$ cat config.mk
export PLATFORM = sky130hd
export DESIGN_NAME = ram_bist_ctrl
export DESIGN_NICKNAME = d
export VERILOG_FILES = /design/src/rtl/ram_bist_pkg.sv /design/src/rtl/ram_bist_cmp.sv /design/src/rtl/ram_bist_ctrl.sv
export SDC_FILE = /design/constraint.sdc
export NUM_CORES = 1
export LEC_CHECK = 0
export ABC_AREA = 1
export CORE_MARGIN = 4
export CORE_UTILIZATION = 45
export DETAILED_ROUTE_END_ITERATION = 10
export HOLD_SLACK_MARGIN = 0.15
export MAX_ROUTING_LAYER = met4
export PLACE_DENSITY = 0.7
export SLEW_MARGIN = 20
export SYNTH_ARGS = -nofsm -noshare
export SYNTH_HDL_FRONTEND = slang
export SYNTH_SLANG_ARGS = --single-unit
$ cat constraint.sdc
create_clock -name clk -period 3.25 [get_ports clk]
set_input_delay 0.65 -clock clk [delete_from_list [all_inputs] [get_ports clk]]
set_output_delay 0.65 -clock clk [all_outputs]
set_load 0.02 [all_outputs]
$ cat src/rtl/ram_bist_pkg.sv
// Shared types and helpers for the RAM built-in self-test controller:
// FSM state encoding, pattern-select codes and the expected-data generator.
package ram_bist_pkg;

  typedef enum logic [2:0] {IDLE, WRITE, READ, DRAIN, DONE} state_e;

  localparam logic [1:0] PAT_DBL  = 2'd0;
  localparam logic [1:0] PAT_CHK  = 2'd1;
  localparam logic [1:0] PAT_ONES = 2'd2;
  localparam logic [1:0] PAT_ADDR = 2'd3;

  // Computed at the widest supported data width; callers truncate to DATA_W.
  function automatic logic [15:0] expected(input logic [15:0] addr,
                                           input logic [1:0]  pattern,
                                           input int          data_w);
    logic [15:0] dbl;
    logic [15:0] res;
    int          h;
    dbl = addr << 1;
    res = '0;
    h   = data_w / 2;
    for (int i = 0; i < 16; i++) begin
      if (i < data_w) begin
        case (pattern)
          PAT_DBL:  res[i] = dbl[i];
          PAT_CHK:  res[i] = (i % 2 == 0) ? ~addr[0] : addr[0];
          PAT_ONES: res[i] = 1'b1;
          default:  res[i] = (i < h) ? ~addr[i] : addr[i-h];
        endcase
      end
    end
    return res;
  endfunction

endpackage

$ cat src/rtl/ram_bist_cmp.sv
// Read-data checker: aligns expected data/address with the RAM read latency,
// then counts mismatching locations and remembers the first failing address.
module ram_bist_cmp
  import ram_bist_pkg::*;
#(
  parameter int ADDR_W = 4,
  parameter int DATA_W = 8,
  parameter int RD_LAT = 1
) (
  input  logic              clk,
  input  logic              rst,
  input  logic              clear,
  input  logic              rd_vld,
  input  logic [ADDR_W-1:0] rd_addr,
  input  logic [DATA_W-1:0] rd_exp,
  input  logic [DATA_W-1:0] ram_data_out,
  output logic [ADDR_W-1:0] fail_addr,
  output logic [ADDR_W:0]   fail_count
);

  localparam logic [ADDR_W:0] DEPTH = (ADDR_W+1)'(2**ADDR_W);

  logic              cmp_vld;
  logic [ADDR_W-1:0] cmp_addr;
  logic [DATA_W-1:0] cmp_exp;

  generate
    if (RD_LAT == 0) begin : g_lat0
      assign cmp_vld  = rd_vld;
      assign cmp_addr = rd_addr;
      assign cmp_exp  = rd_exp;
    end else begin : g_lat1
      logic              dly_vld_q;
      logic [ADDR_W-1:0] dly_addr_q;
      logic [DATA_W-1:0] dly_exp_q;
      // NOTE: only the valid bit needs reset; addr/exp are ignored while it is low.
      always_ff @(posedge clk) begin
        if (rst) dly_vld_q <= 1'b0;
        else     dly_vld_q <= rd_vld;
        dly_addr_q <= rd_addr;
        dly_exp_q  <= rd_exp;
      end
      assign cmp_vld  = dly_vld_q;
      assign cmp_addr = dly_addr_q;
      assign cmp_exp  = dly_exp_q;
    end
  endgenerate

  logic              mism;
  logic [ADDR_W-1:0] fail_addr_q, fail_addr_d;
  logic [ADDR_W:0]   fail_count_q, fail_count_d;

  assign mism = cmp_vld && (ram_data_out != cmp_exp);

  // NOTE: every always_comb output gets a default first so no latch is inferred.
  always_comb begin
    fail_addr_d  = fail_addr_q;
    fail_count_d = fail_count_q;
    if (clear) begin
      fail_addr_d  = '0;
      fail_count_d = '0;
    end else if (mism) begin
      if (fail_count_q == '0)    fail_addr_d  = cmp_addr;
      if (fail_count_q != DEPTH) fail_count_d = fail_count_q + 1'b1;
    end
  end

  // NOTE: sequential state uses non-blocking assignments only.
  always_ff @(posedge clk) begin
    if (rst) begin
      fail_addr_q  <= '0;
      fail_count_q <= '0;
    end else begin
      fail_addr_q  <= fail_addr_d;
      fail_count_q <= fail_count_d;
    end
  end

  assign fail_addr  = fail_addr_q;
  assign fail_count = fail_count_q;

endmodule

$ cat src/rtl/ram_bist_ctrl.sv
// BIST controller in front of a single-port RAM: writes a selected pattern to
// every location, reads it all back and reports pass/fail through ram_bist_cmp.
module ram_bist_ctrl
  import ram_bist_pkg::*;
#(
  parameter int ADDR_W = 4,
  parameter int DATA_W = 8,
  parameter int RD_LAT = 1
) (
  input  logic              clk,
  input  logic              rst,
  input  logic              start,
  input  logic [1:0]        pattern_sel,
  output logic              busy,
  output logic              done,
  output logic              pass,
  output logic [ADDR_W-1:0] fail_addr,
  output logic [ADDR_W:0]   fail_count,
  output logic              ram_wr_en,
  output logic [ADDR_W-1:0] ram_addr,
  output logic [DATA_W-1:0] ram_data_in,
  input  logic [DATA_W-1:0] ram_data_out
);

  localparam logic [ADDR_W-1:0] LAST_ADDR = ADDR_W'(2**ADDR_W - 1);

  state_e            state_q, state_d;
  logic              launch_q, launch_d;
  logic [1:0]        pat_q, pat_d;
  logic [ADDR_W-1:0] addr_q, addr_d;
  logic              wr_en_q, wr_en_d;
  logic [DATA_W-1:0] data_q, data_d;
  logic              busy_q, busy_d;
  logic              done_q, done_d;
  logic              pass_q, pass_d;
  logic [1:0]        drain_q, drain_d;

  logic              accept;
  logic [ADDR_W-1:0] addr_inc;
  logic [DATA_W-1:0] exp_first, exp_next, exp_cur;

  // launch_q marks the one cycle between an accepted start and the first write.
  assign accept    = start && !launch_q && (state_q == IDLE || state_q == DONE);
  assign addr_inc  = addr_q + 1'b1;
  assign exp_first = DATA_W'(expected(16'd0, pat_q, DATA_W));
  assign exp_next  = DATA_W'(expected(16'(addr_inc), pat_q, DATA_W));
  assign exp_cur   = DATA_W'(expected(16'(addr_q), pat_q, DATA_W));

  always_comb begin
    state_d  = state_q;
    launch_d = accept;
    pat_d    = accept ? pattern_sel : pat_q;
    addr_d   = addr_q;
    wr_en_d  = 1'b0;
    data_d   = data_q;
    busy_d   = busy_q;
    done_d   = accept ? 1'b0 : done_q;
    pass_d   = accept ? 1'b0 : pass_q;
    drain_d  = drain_q;
    if (launch_q) begin
      state_d = WRITE;
      addr_d  = '0;
      wr_en_d = 1'b1;
      data_d  = exp_first;
      busy_d  = 1'b1;
    end else begin
      case (state_q)
        WRITE: begin
          if (addr_q == LAST_ADDR) begin
            state_d = READ;
            addr_d  = '0;
          end else begin
            addr_d  = addr_inc;
            wr_en_d = 1'b1;
            data_d  = exp_next;
          end
        end
        READ: begin
          if (addr_q == LAST_ADDR) begin
            state_d = DRAIN;
            drain_d = '0;
          end else begin
            addr_d = addr_inc;
          end
        end
        DRAIN: begin
          if (drain_q == 2'(RD_LAT)) begin
            state_d = DONE;
            busy_d  = 1'b0;
            done_d  = 1'b1;
            pass_d  = (fail_count == '0);
          end else begin
            drain_d = drain_q + 1'b1;
          end
        end
        default: ;
      endcase
    end
  end

  always_ff @(posedge clk) begin
    if (rst) begin
      state_q  <= IDLE;
      launch_q <= 1'b0;
      pat_q    <= '0;
      addr_q   <= '0;
      wr_en_q  <= 1'b0;
      data_q   <= '0;
      busy_q   <= 1'b0;
      done_q   <= 1'b0;
      pass_q   <= 1'b0;
      drain_q  <= '0;
    end else begin
      state_q  <= state_d;
      launch_q <= launch_d;
      pat_q    <= pat_d;
      addr_q   <= addr_d;
      wr_en_q  <= wr_en_d;
      data_q   <= data_d;
      busy_q   <= busy_d;
      done_q   <= done_d;
      pass_q   <= pass_d;
      drain_q  <= drain_d;
    end
  end

  ram_bist_cmp #(
    .ADDR_W (ADDR_W),
    .DATA_W (DATA_W),
    .RD_LAT (RD_LAT)
  ) u_cmp (
    .clk          (clk),
    .rst          (rst),
    .clear        (accept),
    .rd_vld       (state_q == READ),
    .rd_addr      (addr_q),
    .rd_exp       (exp_cur),
    .ram_data_out (ram_data_out),
    .fail_addr    (fail_addr),
    .fail_count   (fail_count)
  );

  assign busy        = busy_q;
  assign done        = done_q;
  assign pass        = pass_q;
  assign ram_wr_en   = wr_en_q;
  assign ram_addr    = addr_q;
  assign ram_data_in = data_q;

endmodule

=== After elaboration in Yosys (flattened, before gate mapping) ===
Cells that the tools add are included.

* Add/sub/neg operators: 3
* Eq/ne operators: 19
* Muxes and demuxes: 48
* Bitwise operators: 9
* Reductions and logical operators: 27

{| class="wikitable"
|+ Operators by type and width
! operator !! count
|-
| $pmux 1 s3 || 12
|-
| $mux 8 || 3
|-
| $mux 1 || 19
|-
| $ne 2x2->1 const B || 6
|-
| $reduce_and 4->1 || 3
|-
| $reduce_and 2->1 || 5
|-
| $reduce_bool 2->1 || 5
|-
| $mux 3 || 3
|-
| $ne 3x3->1 const B || 3
|-
| $not 1->1 || 9
|-
| $pmux 3 s3 || 1
|-
| $mux 4 || 2
|-
| $ne 8x8->1 || 1
|-
| $pmux 1 s2 || 4
|-
| $pmux 4 s2 || 1
|-
| $reduce_or 2->1 || 4
|-
| $eq 3x2->1 const B || 2
|-
| $add 5x1->5 const B || 1
|-
| $logic_not 5->1 || 1
|-
| $ne 5x5->1 const B || 1
|-
| $add 4x1->4 const B || 1
|-
| $eq 2x1->1 const B || 2
|-
| $eq 4x4->1 const B || 1
|-
| $mux 2 || 2
|-
| other kinds (12) || 14
|}

* Register bits: 46
* Input port bits: 13
* Output and inout port bits: 25
* Logic and storage cells: 122

=== Logic depth before layout (Yosys ltp) ===
* Depth in word-level cells: 7
* Depth in mapped cells: 10
* Gate-level depth less buffers: 10

=== Cells and area by module ===
Synthesis repeated with hierarchy kept, for this count alone.

* Cells, all modules: 329
* Area total of the unflattened synthesis: 2,379.8 um2

{| class="wikitable"
|+ Modules (own cells, without submodules)
! module !! times used !! cells an instance !! area an instance (um2) !! sequential area each (um2)
|-
| ram_bist_ctrl || 1 || 197 || 1,370.1 || 480.5
|-
| ram_bist_cmp || 1 || 132 || 1,009.7 || 440.4
|}

=== Least setup slack after synthesis ===
OpenSTA, ideal clock, no wires.

* Kind: input-to-reg
* Start point: input ram_data_out[2]
* End point: register u_cmp.fail_count_q[1], in the netlist u_cmp.fail_count[1]
* Setup time: 0.114 ns
* Arrival: 1.359 ns
* Required time: 3.136 ns
* Path slack: 1.777 ns
* Stages on the path: 8
* Buffers on the path: 0
* Path through: xnor2_1 > nand2_1 > nor2_1 > nand2_2 > nand3_1 > nand2_1 > nand2_1 > nor2_1

* Word-level cells in the longest chain between the ends: 3

{| class="wikitable"
|+ RTL lines
! what !! line !! text
|-
| start, declared || ram_bist_ctrl.sv:22 || <nowiki>input logic [DATA_W-1:0] ram_data_out</nowiki>
|-
| $ne 8x8->1 || ram_bist_cmp.sv:53 || <nowiki>assign mism = cmp_vld && (ram_data_out != cmp_exp);</nowiki>
|-
| $logic_and 1x1->1 || ram_bist_cmp.sv:53 ||
|-
| $reduce_and 2->1 (no line) || -- ||
|-
| end signal, assigned || ram_bist_cmp.sv:75 || <nowiki>fail_count_q <= fail_count_d;</nowiki>
|-
| end, declared || ram_bist_cmp.sv:51 || <nowiki>logic [ADDR_W:0] fail_count_q, fail_count_d;</nowiki>
|}

Every way passes these cells.
A chain may end at the register's enable or synchronous reset.

=== Final worst setup path ===
* Start point: register addr_q[0], in the netlist ram_addr[0]
* End point: output ram_addr[0]

{| class="wikitable"
|+ RTL lines
! what !! line !! text
|-
| start, declared || ram_bist_ctrl.sv:30 || <nowiki>logic [ADDR_W-1:0] addr_q, addr_d;</nowiki>
|-
| start signal, assigned || ram_bist_ctrl.sv:117 || <nowiki>addr_q <= addr_d;</nowiki>
|-
| end, declared || ram_bist_ctrl.sv:20 || <nowiki>output logic [ADDR_W-1:0] ram_addr,</nowiki>
|}

No word-level cell between the ends.

==> metrics.md <==
| Metric | Value |
|---|---|
| Ys async rst share | `0` |
| Crit share post-route | `0.684` |
| Slowest stage delay, CP | `a little under 0.7 ns` |
| Fmax | `0.450 GHz` |
| Htree depth | `2` |
| Syn-to-layout area delta | `23.2%` |
| Peak VDD IR | `around 0.0003 V` |
| Final min period | `between 2 and 2.5 ns` |
| CP Max Fanout | `13` |
| Syn Inst Count | `about 290` |
| Hold Crit Class | `reg -> reg` |
| Nets | `347` |
| Clk_lat worst skew | `0.30 ns` |
| Grt ovf | `0` |
| Setup bufs post-CTS | `0` |
| Crit. End Element | `output pin` |
| Height of the die | `between 70 and 80 µm` |
| Final setup TNS | `0 ns` |
| CTS Root Cell | `clkbuf_8` |
| DR vias/cell | `4.99` |
| LEAKAGE | `roughly 1.1 nW` |
| Initial antenna violation count | `0` |
| EDFF count, synth | `0` |
| Pre-antenna DRT Iters | `4` |
| Status | `finished clean` |
| # hold bufs at CTS | `0` |
| Largest net degree at the start of global routing | `15` |
| Synth top area cells | `dfxtp_1 (43%), nand2_1 (11%), a21oi_1 (7.1%)` |
| Maxcap violations | `0` |
| Average size of a mapped cell | `around 7.4 µm²` |
| Area share of the largest cell type after synthesis | `0.433` |
| Slew @ Worst Pin | `~0.52 ns` |
| Critical path data arrival time | `roughly 1.6 ns` |
| Core ar. | `approximately 0.0045 mm²` |
| Max Buffers Root-to-Sink | `2` |
| First-pass GRT wire length | `7.99 mm` |
| Initial DRC count | `between 100 and 150` |
| Die ar. | `slightly below 0.006 mm²` |
| Vias in the first global route | `roughly 1.7k` |
| Cts repair resizes | `0` |
| Row count | `24` |
| Synthesized flop and latch total | `46` |
| Worst slew margin | `0.651` |
| PD cells | `around 530 mW/mm²` |
| DRC viols | `0` |
| Multi-input logic area | `0.00104 mm²` |
| Yosys top cell by area | `dfxtp_1` |
| Detailed-route via count | `1892` |
| Initial Utilization | `0.476` |
| Seq/Total Area, Yosys | `0.433` |
| Req. time, crit path | `2.60 ns` |
| Critical-path top delay cell | `clkdlybuf4s50_1` |
| CP delay by family, top | `buffers and inverters` |
| Most frequent cells after synthesis | `nand2_1 (64), dfxtp_1 (46), inv_1 (31)` |
| Share of cells above drive strength 1 | `0.0673` |
| # IOs | `38` |
| Net Count, Synth | `308` |
| Clock sink total | `46` |
| FF-to-FF setup slack | `~1.6 ns` |
| Detail Route Antenna Nets | `0` |
| Number of buffers added on ports | `37` |
| # fillers | `between 400 and 500` |
| Inserted Diodes | `0` |
| Final hold slack | `approximately 0.46 ns` |
| Worst path buffer plus inverter count | `1` |
| Synth warn | `0` |
| Drt wl/cell | `around 12 µm` |
| Final WL | `4.71 mm` |
| Hpwl dp | `3.48 mm` |
| Syn Std Cell Area | `0.00213 mm²` |
| Finish-stage setup viols | `0` |
| Unrepaired setup endpoints after global routing | `no` |
| Crit path cell chain | `clkdlybuf4s50_1` |
| Slew Viols, Final | `0` |
| CTS tree | `built` |
| Setup CP Type | `reg -> out` |
| Clock-pin slew on the worst setup and hold paths | `about 0.080 ns` |
| FF+latch area | `about 920 µm²` |
| Critical path launch point type | `flop` |
| Post-synth top flop | `dfxtp_1` |
| Fin Clk Skew | `between 0.005 and 0.006 ns` |
| All-Layer GR Usage | `0.168` |
| Fin. Hold Viols | `0` |
| Count leader, synth | `nand2_1` |
| Die width | `76.8 µm` |
| Final Wtd Congestion | `~0.88` |
| TritonCTS Buffers | `5` |
| Synth cell types | `25` |
stage by stage:
step / instance area [µm²] / util / instances / power (mW) / setup WS, ns
floorplan: 2130 / - / 287 / 0.927 / 1.78
global placement: 2530 / 0.567 / 371 / 1.04 / 1.18
detailed placement: 2530 / 0.567 / 371 / 1.05 / 1.14
CTS: 2620 / 0.586 / 379 / 1.39 / 1.02
global route: 2620 / 0.586 / 379 / 1.47 / 0.942
finish: 2620 / 0.586 / 379 / 1.38 / 1.03
metal layers:
metal	share of wire	track usage	routed length (µm)
met5	0	-	0
met4	0.0089	0.0399	42
met3	0.056	0.0492	265
met2	0.44	0.246	2060
met1	0.50	0.228	2330
where the power goes:
group	switching (mW)	total [mW]	internal [mW]	leakage [nW]
registers	0.0569	0.686	0.629	0.375
logic	0.206	0.349	0.143	0.659
clock network	0.196	0.347	0.152	0.0452
worst paths after layout:
check,startpoint,end,cells past startpoint
setup / recovery,ram_addr[0]$_SDFFE_PP0P_,ram_addr[0],1
hold / removal,u_cmp.fail_addr[3]$_SDFFE_PP0P_,u_cmp.fail_addr[3]$_SDFFE_PP0P_,2
setup reg to reg,ram_addr[0]$_SDFFE_PP0P_,ram_data_in[4]$_SDFFE_PP0P_,8
hold reg to reg,u_cmp.fail_addr[3]$_SDFFE_PP0P_,u_cmp.fail_addr[3]$_SDFFE_PP0P_,2
state kept, by name, summed over array words and instances (netlist names):
signal	flops
ram_data_in	8
u_cmp.cmp_exp	8
u_cmp.fail_count	5
ram_addr	4
u_cmp.cmp_addr	4
u_cmp.fail_addr	4
state_q	3
drain_q	2
pat_q	2
busy	1
done	1
launch_q	1
pass	1
ram_wr_en	1
u_cmp.cmp_vld	1
cell usage in the layout, fill, tap and decap left out, types with 2 or more instances in the layout:
cell type,n
nand2_1,64
dfxtp_1,46
clkdlybuf4s50_1,37
inv_1,31
a21oi_1,30
nor2_1,29
o21ai_0,20
nand3_1,14
nand4_1,9
ha_1,8
xnor2_1,5
clkbuf_8,5
inv_2,4
nor3_1,4
xor2_1,4
nand2_2,3
nor2_4,3
a21oi_2,2
logic make-up (layout without fill, tap and decap cells):
| family | after synthesis | after routing | synth area share |
|---|---|---|---|
| buffers and inverters | 41 | 81 | 0.0794 |
| AOI/OAI and AO/OA | 56 | 56 | 0.141 |
| xor gates and xnor gates | 9 | 9 | 0.0370 |
| and+or+nand+nor | 127 | 127 | 0.263 |
| adders and majority gates | 8 | 8 | 0.0470 |
| DFF | 46 | 46 | 0.433 |
layout make-up:
cell class	count	share of cell area
multi-input cells	200	0.396
flip-flops and latches	46	0.351
repair buffers	37	0.141
inverters	36	0.0535
clock buffers	6	0.0277
well taps	52	0.0248
clock inverters	2	0.00525
Power figures use the tool's default switching activity.
